$ cat config.mk
export PLATFORM = sky130hd
export DESIGN_NAME = iob_cache_line_fill
export DESIGN_NICKNAME = d
export VERILOG_FILES = /design/src/rtl/iob_cache_line_fill.sv
export SDC_FILE = /design/constraint.sdc
export NUM_CORES = 1
export LEC_CHECK = 0
export CORE_AREA = 2 2 90 92
export DETAILED_ROUTE_END_ITERATION = 12
export DIE_AREA = 0 0 92 94
export DONT_BUFFER_PORTS = 1
export PLACE_DENSITY = 0.42
export SETUP_SLACK_MARGIN = 0.05
export SLEW_MARGIN = 5
export SYNTH_ARGS = -nofsm -noshare
export SYNTH_HDL_FRONTEND = slang
export SYNTH_SLANG_ARGS = --single-unit
$ cat constraint.sdc
create_clock -name clk_i -period 2.17 [get_ports clk_i]
set_input_delay 0.434 -clock clk_i [delete_from_list [all_inputs] [get_ports clk_i]]
set_output_delay 0.434 -clock clk_i [all_outputs]
set_load 0.005 [all_outputs]
$ cat src/rtl/iob_cache_line_fill.sv
//==============================================================================
// Module   : iob_cache_line_fill
// Brief    : Cache line-fill engine. Requests a line from the read channel,
//            writes each returned beat to data memory, then commits tag/valid.
//            The optional critical-word forward is enabled by IOB_CACHE_FILL_FWD_EN.
// Revision : 1.0 - initial release
//==============================================================================
`ifndef IOB_CACHE_ADDR_W
`define IOB_CACHE_ADDR_W 32
`endif
`ifndef IOB_CACHE_DATA_W
`define IOB_CACHE_DATA_W 32
`endif
`ifndef IOB_CACHE_BE_DATA_W
`define IOB_CACHE_BE_DATA_W 64
`endif
`ifndef IOB_CACHE_WORD_OFFSET_W
`define IOB_CACHE_WORD_OFFSET_W 3
`endif

`default_nettype none

module iob_cache_line_fill #(
    parameter int  FE_ADDR_W     = `IOB_CACHE_ADDR_W,
    parameter int  FE_DATA_W     = `IOB_CACHE_DATA_W,
    parameter int  BE_DATA_W     = `IOB_CACHE_BE_DATA_W,
    parameter int  WORD_OFFSET_W = `IOB_CACHE_WORD_OFFSET_W,
    localparam int BE_NBYTES_W   = $clog2(BE_DATA_W / 8),
    localparam int FE2BE_W       = $clog2(BE_DATA_W / FE_DATA_W),
    localparam int LINE2BE_W     = WORD_OFFSET_W - FE2BE_W,
    localparam int AW            = (LINE2BE_W > 0) ? LINE2BE_W : 1,
    localparam int LA            = FE_ADDR_W - BE_NBYTES_W - LINE2BE_W
) (
    input  logic                     clk_i,
    input  logic                     reset_i,
    input  logic                     miss_i,
    input  logic [LA-1:0]            miss_addr_i,
    input  logic [WORD_OFFSET_W-1:0] miss_word_i,
    output logic                     busy_o,
    output logic                     done_o,
    output logic                     tag_we_o,
    output logic                     err_o,
    output logic                     replace_valid_o,
    output logic [LA-1:0]            replace_addr_o,
    input  logic                     replace_i,
    input  logic                     read_valid_i,
    input  logic [AW-1:0]            read_addr_i,
    input  logic [BE_DATA_W-1:0]     read_rdata_i,
    output logic                     data_we_o,
    output logic [AW-1:0]            data_addr_o,
    output logic [BE_DATA_W-1:0]     data_wdata_o,
    output logic                     fwd_valid_o,
    output logic [FE_DATA_W-1:0]     fwd_data_o
);

    localparam int               CNT_W    = LINE2BE_W + 1;
    localparam logic [CNT_W-1:0] CNT_FULL = CNT_W'(2 ** LINE2BE_W);

    typedef enum logic [1:0] {
        IDLE   = 2'd0,
        REQ    = 2'd1,
        FILL   = 2'd2,
        COMMIT = 2'd3
    } state_t;

    state_t                   state_q, state_d;
    logic [LA-1:0]            addr_q, addr_d;
    logic [WORD_OFFSET_W-1:0] word_q, word_d;
    logic [CNT_W-1:0]         cnt_q, cnt_d;
    logic                     err_q, err_d;
    logic                     w_beat;

    always_ff @(posedge clk_i or posedge reset_i) begin
        if (reset_i) begin
            state_q <= IDLE;
            addr_q  <= '0;
            word_q  <= '0;
            cnt_q   <= '0;
            err_q   <= 1'b0;
        end else begin
            state_q <= state_d;
            addr_q  <= addr_d;
            word_q  <= word_d;
            cnt_q   <= cnt_d;
            err_q   <= err_d;
        end
    end

    always_comb begin
        state_d         = state_q;
        addr_d          = addr_q;
        word_d          = word_q;
        cnt_d           = cnt_q;
        err_d           = err_q;
        w_beat          = 1'b0;
        replace_valid_o = 1'b0;
        tag_we_o        = 1'b0;
        done_o          = 1'b0;

        // A beat outside FILL, or beyond a full line, is a protocol violation.
        if (read_valid_i && ((state_q != FILL) || (cnt_q == CNT_FULL)))
            err_d = 1'b1;

        case (state_q)
            IDLE: begin
                if (miss_i) begin
                    addr_d  = miss_addr_i;
                    word_d  = miss_word_i;
                    cnt_d   = '0;
                    state_d = REQ;
                end
            end
            REQ: begin
                replace_valid_o = 1'b1;
                state_d         = FILL;
            end
            FILL: begin
                w_beat = read_valid_i && (cnt_q != CNT_FULL);
                if (w_beat)
                    cnt_d = cnt_q + CNT_W'(1);
                // Uses the post-beat count so a final beat coinciding with
                // replace_i falling still commits on the next cycle.
                if ((cnt_d == CNT_FULL) && !replace_i)
                    state_d = COMMIT;
            end
            COMMIT: begin
                tag_we_o = 1'b1;
                done_o   = 1'b1;
                state_d  = IDLE;
            end
            default: state_d = IDLE;
        endcase
    end

    assign busy_o         = (state_q != IDLE);
    assign err_o          = err_q;
    assign replace_addr_o = addr_q;
    assign data_we_o      = w_beat;
    assign data_wdata_o   = w_beat ? read_rdata_i : '0;

    generate
        if (LINE2BE_W > 0) begin : g_multi_beat
            assign data_addr_o = w_beat ? read_addr_i : '0;
        end else begin : g_single_beat
            logic w_unused_addr;
            assign w_unused_addr = ^read_addr_i;
            assign data_addr_o   = '0;
        end
    endgenerate

`ifdef IOB_CACHE_FILL_FWD_EN
    logic                 fwd_valid_q;
    logic [FE_DATA_W-1:0] fwd_data_q;
    logic                 w_fwd_hit;
    logic [FE_DATA_W-1:0] w_fwd_word;

    generate
        if (LINE2BE_W > 0) begin : g_fwd_hit_idx
            assign w_fwd_hit = (read_addr_i == word_q[WORD_OFFSET_W-1:FE2BE_W]);
        end else begin : g_fwd_hit_one
            assign w_fwd_hit = 1'b1;
        end
        if (FE2BE_W > 0) begin : g_fwd_sel
            assign w_fwd_word = FE_DATA_W'(read_rdata_i >> (word_q[FE2BE_W-1:0] * FE_DATA_W));
        end else begin : g_fwd_whole
            assign w_fwd_word = FE_DATA_W'(read_rdata_i);
        end
    endgenerate

    always_ff @(posedge clk_i or posedge reset_i) begin
        if (reset_i) begin
            fwd_valid_q <= 1'b0;
            fwd_data_q  <= '0;
        end else begin
            fwd_valid_q <= w_beat && w_fwd_hit;
            if (w_beat && w_fwd_hit)
                fwd_data_q <= w_fwd_word;
        end
    end

    assign fwd_valid_o = fwd_valid_q;
    assign fwd_data_o  = fwd_data_q;
`else
    logic w_unused_word;
    assign w_unused_word = ^word_q;
    assign fwd_valid_o   = 1'b0;
    assign fwd_data_o    = '0;
`endif

endmodule

`default_nettype wire

==> results_dict.tcl, run 1 <==
set metrics [dict create \
    status "completed" \
    synth_cell_types 30 \
    tritoncts "yes" \
    min_path_type "in -> async" \
    first_pass_iters 4 \
    drt-initial-drc-count 28 \
    layout_min_cycle_time_ps 2080 \
    drcViolationCount 0 \
    via_count 1451 \
    ys.flop_type "dfrtp_1" \
    clkLatencyLatePin_ps 280 \
    fmax_mhz 480 \
    worst_pin_slew_ps 630 \
    floorplan.initialDensity 0.286 \
    fin_worst_skew_ps 6.18 \
    yosysWarnings 0 \
    maxCapViolCount 0 \
    ir_drop_uv 587 \
    cts_root_buf "clkbuf_8" \
    maxSlewHeadroom 0.578 \
    cp_max_fo 9 \
    slew_violations 0 \
    die_y_um 94 \
    placed_cells 310 \
    rsz0062_at_grt "yes" \
    die-area_mm2 0.00865 \
    ys_ff_latch 33 \
    rows 32 \
    die_w_um 92 \
    final_nets 330 \
    final_layout_size_suffix_gt1_frac 0.330 \
    gr-total-overflow 0 \
    most-common-layout-cells "53 x and2_1, 33 x conb_1, 33 x dfrtp_1, 28 x mux2_2, 14 x and2_4" \
    cp-start-kind "flip-flop" \
    area_growth_pct 11.7 \
    synth.cell_area_mm2 0.00217 \
    power.leakage_nw 1.12 \
    grt_use_total 0.127 \
    ant_nets 0 \
    post_drt_wl_per_cell_um 19.1 \
    fin_crit_sh 0.959 \
    cp.arrival_ps 1650 \
    io_buffers 0 \
    finalNonFillerCells 327 \
    syn_area_per_cell_um2 10.1 \
    viasPerCell 4.44 \
    crit_type "reg -> out" \
    coreArea_mm2 0.00761 \
    antenna_found_initial 1 \
    powerDensity_mw_per_mm2 1180 \
    final.setup.worst_slack_ps 88.5 \
    grt_max_degree 34 \
    ys_seq_area_frac 0.380 \
    cp.required_ps 1740 \
    ys_async_sr_fraction 1.00 \
    grt_pass1_vias 1426 \
    place_ws_ps 191 \
    layout_commonest_cell "and2_1" \
    setup_violations 0 \
    end_kind "primary output" \
    dp_hpwl_mm 5.05 \
    grt_pass1_wl_mm 8.31 \
    hold_violations 0 \
    clk_pin_slew_ps 70 \
    io_pins 233 \
    clock-sinks 33 \
    routed_wl_mm 6.24 \
    cts_buffers 5 \
    synthCells 216 \
    clock_path_buffers 2 \
    place.gp.congestion 0.747 \
    fin_setup_tns_ps 0 \
    htreeDepth 2 \
    synth_edf_count 0 \
]
[registers in the layout (all words and copies together) (netlist names)]
name and flops:
cnt_q 3, err_o 1, replace_addr_o 27, state_q 2
[synthesized netlist by cell type, types with 2 or more instances]
master	n	area share
a21oi_1	2	0.0046
a22o_1	2	0.0081
and2_1	67	0.19
buf_2	3	0.0069
buf_4	34	0.12
clkbuf_1	7	0.012
dfrtp_1	33	0.38
ha_1	6	0.035
inv_1	7	0.012
mux2_2	28	0.14
nand2_1	3	0.0052
nor2_1	4	0.0069
nor3_1	2	0.0046
o21ai_0	2	0.0046
[layer usage]
metal  global-route usage  vias to the layer above  routed length (µm)
li1                     -                      638                   -
met1                0.153                      705                2360
met2                0.216                      106                3200
met3               0.0465                        2                 665
met4               0.0336                        0                  16
met5                    0                        -                   0
[power breakdown]
group	total [W]	switching (W)	internal (W)	leakage (nW)
sequential	0.00114	0.000225	0.000915	0.392
combinational	0.00129	0.000567	0.000719	0.682
clock	0.000450	0.000229	0.000221	0.0439
[worst paths after layout]
path,from,end,slack (ps),cells after the start
worst max-delay path,cnt_q[0],data_wdata_o[9],90,7
worst min-delay path,reset_i,replace_addr_o[4],130,2
worst max register to register,state_q[1],replace_addr_o[12],420,4
worst min register to register,err_o,err_o,500,1
max in group asynchronous,reset_i,replace_addr_o[12],1730,2
min in group clk_i,read_valid_i,err_o,270,1
[final cells by class]
class                   instances  area [µm²]
fillers                       816        5180
multi-input cells             164        1200
flip-flops and latches         33         826
repair buffers                 12         160
well taps                     102         128
clock buffers                   5        68.8
inverters                       7        26.3
clock inverters                 3        17.5
diodes                          1        2.50
[critical path, cell delays in order (launching register included)]
cell and delay (ps):
dfrtp_1 400, inv_2 90, ha_4 150, nand2_2 50, and3_4 230, buf_12 140
clkbuf_16 140, and2_4 150
[logic make-up after synthesis]
| family | share of synthesized area |
|---|---|
| other | 0.00172 |
| DFF | 0.380 |
| AOI/OAI and AO/OA | 0.0483 |
| and+or+nand+nor | 0.235 |
| muxes | 0.152 |
| buffers and inverters | 0.148 |
| adders and majority gates | 0.0345 |
[through the flow]
| step | hold WS (ps) | utilization | instance area, µm² | power, W |
|---|---|---|---|---|
| after floorplan | 456 | - | 2290 | 0.00202 |
| after global placement | 455 | 0.285 | 2170 | 0.00222 |
| after detailed placement | 448 | 0.285 | 2170 | 0.00222 |
| after CTS | 135 | 0.308 | 2350 | 0.00283 |
| after global routing | 165 | 0.319 | 2430 | 0.00310 |
| final | 131 | 0.319 | 2430 | 0.00288 |
[what timing repair did]
item	in CTS	in global routing
hold buffers	0	0
setup endpoints to repair	56	33
pin swaps	2	2
gates resized for setup	4	19
cloned	1	1
setup buffers	4	2
No activity file was read; power rests on OpenSTA's default activity.
==> inputs of run 2 (changes only) <==
==> constraint.sdc (replaced) <==
create_clock -name clk_i -period 2.17 [get_ports clk_i]
set_input_delay 0.1085 -clock clk_i [delete_from_list [all_inputs] [get_ports clk_i]]
set_output_delay 0.1085 -clock clk_i [all_outputs]
set_load 0.005 [all_outputs]
==> results_dict.tcl, run 2 (synthesized netlist as in run 1, its figures left out) <==
set metrics [dict create \
    die-area_mm2 0.00865 \
    post_drt_wl_per_cell_um 18.6 \
    tritoncts "yes" \
    end_kind "primary output" \
    coreArea_mm2 0.00761 \
    crit_type "reg -> out" \
    viasPerCell 4.36 \
    worst-path-buf-inv 2 \
    place.gp.congestion 0.663 \
    dp_hpwl_mm 4.98 \
    io_buffers 0 \
    fin_setup_tns_ps 0 \
    busiest_layer "met2" \
    first_pass_iters 4 \
    ant_nets 0 \
    cts_root_buf "clkbuf_8" \
    clk_pin_slew_ps 80 \
    powerDensity_mw_per_mm2 1130 \
    ir_drop_uv 694 \
    layout_min_cycle_time_ps 1900 \
    antenna_found_initial 1 \
    max_stage_delay_ps 410 \
    use_met2 0.235 \
    die_w_um 92 \
    cts_setup_buffers 0 \
    routed_wl_mm 6.42 \
    gr-total-overflow 0 \
    grt_pass1_vias 1560 \
    rows 32 \
    crit_slowest_cell "dfrtp_1" \
    final.setup.worst_slack_ps 269 \
    cp-start-kind "flip-flop" \
    clock-sinks 33 \
    use_met3 0.0546 \
    floorplan.initialDensity 0.286 \
    cp_max_fo 67 \
    clkLatencyLatePin_ps 280 \
    path_delay_family "simple AND/OR/NAND/NOR gates" \
    drcViolationCount 0 \
    r2r_start "state_q[0]" \
    cp_cell_sequence "inv_1 > ha_2 > and3_2 > buf_12 > and2_1" \
    cp.arrival_ps 1790 \
    worst_pin_slew_ps 643 \
    rsz0062_at_grt "no" \
    area_growth_pct 18.8 \
    setup_violations 0 \
    use_met1 0.153 \
    cts_buffers 5 \
    clock_path_buffers 2 \
    place_ws_ps 366 \
    fin_worst_skew_ps 8.91 \
    grt_use_total 0.134 \
    min_path_type "in -> reg" \
    die_y_um 94 \
    hold_violations 0 \
    htreeDepth 2 \
    final_layout_size_suffix_gt1_frac 0.193 \
    largest_reg_flops 27 \
    fin_crit_sh 0.876 \
    fmax_mhz 526 \
    final_nets 349 \
    maxCapViolCount 0 \
    status "completed" \
    via_count 1507 \
    maxSlewHeadroom 0.570 \
    layout_commonest_cell "and2_1" \
    power.leakage_nw 1.17 \
    grt_pass1_wl_mm 8.85 \
    slew_violations 0 \
    grt_max_degree 68 \
    hold_start "read_valid_i" \
    io_pins 233 \
    drt-initial-drc-count 28 \
    cp.required_ps 2060 \
    most-common-layout-cells "67 x and2_1, 33 x conb_1, 33 x dfrtp_1, 29 x dlygate4sd3_1, 28 x mux2_2" \
    worstSetupStartpoint "state_q[0]" \
]
-- run 2: cell types whose count changed in the layout (fill, tap and decap cells not counted), sizes merged --
cell	previous run	this run
clkinv	2	1
clkbuf	6	5
bufinv	0	2
dlygate4sd3	0	29
clkinvlp	1	0
buf	11	2
-- run 2: per-layer routing --
metal	wire [µm]	vias up
met5	0	-
met2	3370	108
met1	2290	715
li1	-	680
met4	31	0
met3	726	4
-- run 2: timing repair --
item / CTS / global route
endpoints found under the hold margin: 61 / 0
setup endpoints to repair: 0 / 56
gates resized for setup: 0 / 1
hold buffers: 29 / 0
-- run 2: power by group --
part	leakage [nW]	total, W	internal (W)	switching (W)
clock	0.0681	0.000694	0.000456	0.000237
combinational	0.712	0.00108	0.000566	0.000512
sequential	0.392	0.00116	0.000915	0.000243
-- run 2: tightest hold or removal path, stage by stage --
cell and delay (ps):
nand2_1 40, nor2_1 50, nor2_1 80, nor3_1 60
-- run 2: layout make-up --
type	instances	area, µm²
Clock buffer	5	68.8
Sequential cell	33	826
Fill cell	791	5020
Antenna cell	1	2.50
Inverter	7	26.3
Multi-Input combinational cell	164	1150
Timing Repair Buffer	31	318
Tap cell	102	128
Clock inverter	3	65.1
-- run 2: path summary, 6_finish.rpt --
check,end,slack (ps),cells past startpoint
max,data_wdata_o[36],270,5
min,cnt_q[2],80,4
max reg2reg,replace_addr_o[22],360,4
min reg2reg,err_o,520,1
max in group asynchronous,replace_addr_o[25],1500,3
min in group asynchronous,replace_addr_o[3],360,3
-- run 2: stage by stage --
| step | total power [W] | std cells | hold WS, ps | utilization | cell area (µm²) |
|---|---|---|---|---|---|
| floorplan | 0.00202 | 248 | 232 | - | 2290 |
| global placement | 0.00220 | 308 | 127 | 0.283 | 2150 |
| detailed placement | 0.00221 | 308 | 124 | 0.283 | 2150 |
| CTS | 0.00296 | 345 | 78.0 | 0.339 | 2580 |
| global route | 0.00314 | 345 | 144 | 0.339 | 2580 |
| finish | 0.00293 | 346 | 81.5 | 0.339 | 2580 |
==> inputs of run 3 (changes only) <==
Settings changed: CELL_PAD_IN_SITES_DETAIL_PLACEMENT set to 0, CELL_PAD_IN_SITES_GLOBAL_PLACEMENT set to 1, PLACE_DENSITY 0.42 to 0.58.
==> results_dict.tcl, run 3 (synthesized netlist as in run 1, its figures left out) <==
set metrics [dict create \
    whs_path_depth 4 \
    place.gp.congestion 0.712 \
    die-area_mm2 0.00865 \
    reg2reg_setup_slack_ps 380 \
    grt_pass1_vias 1542 \
    viasPerCell 4.35 \
    cp.arrival_ps 1800 \
    largest_reg_flops 27 \
    via_count 1505 \
    crit_type "reg -> out" \
    reg2reg_depth 4 \
    whs_ps 85.3 \
    power.leakage_nw 1.17 \
    clkLatencyLatePin_ps 280 \
    routed_wl_mm 6.39 \
    coreArea_mm2 0.00761 \
    area_growth_pct 18.2 \
    rsz0062_at_grt "no" \
    hold_start "read_valid_i" \
    io_pins 233 \
    grt_use_total 0.134 \
    tritoncts "yes" \
    ir_drop_uv 591 \
    cp.required_ps 2060 \
    htreeDepth 2 \
    die_w_um 92 \
    post_drt_wl_per_cell_um 18.5 \
    layout_commonest_cell "and2_1" \
    fmax_mhz 524 \
    rows 32 \
    die_y_um 94 \
    clock_path_buffers 2 \
    floorplan.initialDensity 0.286 \
    cts_buffers 5 \
    fin_worst_skew_ps 4.73 \
    worst_pin_slew_ps 648 \
    n_antenna_cell 0 \
    final_layout_size_suffix_gt1_frac 0.189 \
    gr-total-overflow 0 \
    io_buffers 0 \
    grt_pass1_wl_mm 8.77 \
    drcViolationCount 0 \
    dp_hpwl_mm 5.10 \
    setup_violations 0 \
    hold_violations 0 \
    worst_hold_path.endpoint "cnt_q[2]" \
    first_pass_iters 6 \
    fin_setup_tns_ps 0 \
    end_kind "primary output" \
    r2r-end "replace_addr_o[17]" \
    clk_pin_slew_ps 60 \
    powerDensity_mw_per_mm2 1100 \
    maxCapViolCount 0 \
    ant_nets 0 \
    fin_crit_sh 0.879 \
    cp_max_fo 52 \
    min_path_type "in -> reg" \
    most-common-layout-cells "67 x and2_1, 33 x conb_1, 33 x dfrtp_1, 29 x dlygate4sd3_1, 28 x mux2_2" \
    layout_min_cycle_time_ps 1910 \
    maxSlewHeadroom 0.567 \
    slew_violations 0 \
    final_nets 350 \
    clock-sinks 33 \
    antenna_found_initial 0 \
    grt_max_degree 53 \
    r2r_start "state_q[0]" \
    cts_root_buf "clkbuf_8" \
    status "completed" \
    drt-initial-drc-count 36 \
    cp-start-kind "flip-flop" \
]
## run 3: changes by cell type in the layout (fill, tap and decap cells not counted), sizes merged
cell / delta
buf: +1
clkinv: -1
bufinv: -1
clkbuf: +2
diode: -1
## run 3: metrics by stage
stage,utilization,setup slack (ps),power (W),area (µm²),instances
2_1_floorplan,-,564,0.00202,2290,248
3_3_place_gp,0.284,397,0.00219,2160,309
3_5_place_dp,0.284,362,0.00221,2160,309
4_1_cts,0.338,171,0.00286,2570,346
5_1_grt,0.338,108,0.00305,2570,346
6_report,0.338,262,0.00283,2570,346
## run 3: final cells by class
cell class | instances | area (µm²)
Clock buffer | 7 | 86.3
Clock inverter | 1 | 30.0
Fill cell | 798 | 5040
Inverter | 7 | 26.3
Multi-Input combinational cell | 164 | 1150
Sequential cell | 33 | 826
Tap cell | 102 | 128
Timing Repair Buffer | 32 | 325
## run 3: routing by layer
| metal | track usage | share of wire |
|---|---|---|
| met1 | 0.150 | 0.35 |
| met2 | 0.238 | 0.52 |
| met3 | 0.0554 | 0.12 |
| met4 | 0.0299 | 0.0069 |
| met5 | 0 | 0 |
## run 3: worst max-delay path by stage
stage                     cells after the start                 end        from
after floorplan                               6          state_q[0]    cnt_q[0]
after global placement                        4  replace_addr_o[15]  state_q[0]
after detailed placement                      4  replace_addr_o[15]  state_q[0]
after CTS                                     6    data_wdata_o[36]    cnt_q[0]
after global routing                          6    data_wdata_o[29]    cnt_q[0]
final                                         6    data_wdata_o[30]    cnt_q[0]
## run 3: what timing repair did
item	in CTS	in global routing
gates resized for setup	0	1
hold endpoints to repair	61	0
buffers inserted	0	0
endpoints found under the setup margin	0	8
hold buffers	29	0
## run 3: worst max-delay path, cell delays in order (launching register included)
cell and delay, ps:
dfrtp_1 400, inv_1 90, ha_1 250, nand2_1 100, and3_4 270, buf_12 210
and2_1 190
## run 3: report_power, final
group	switching [W]	leakage [nW]	internal, W
registers	0.000239	0.392	0.000916
clock network	0.000220	0.0585	0.000374
logic	0.000504	0.717	0.000574
total	0.000964	1.17	0.00186
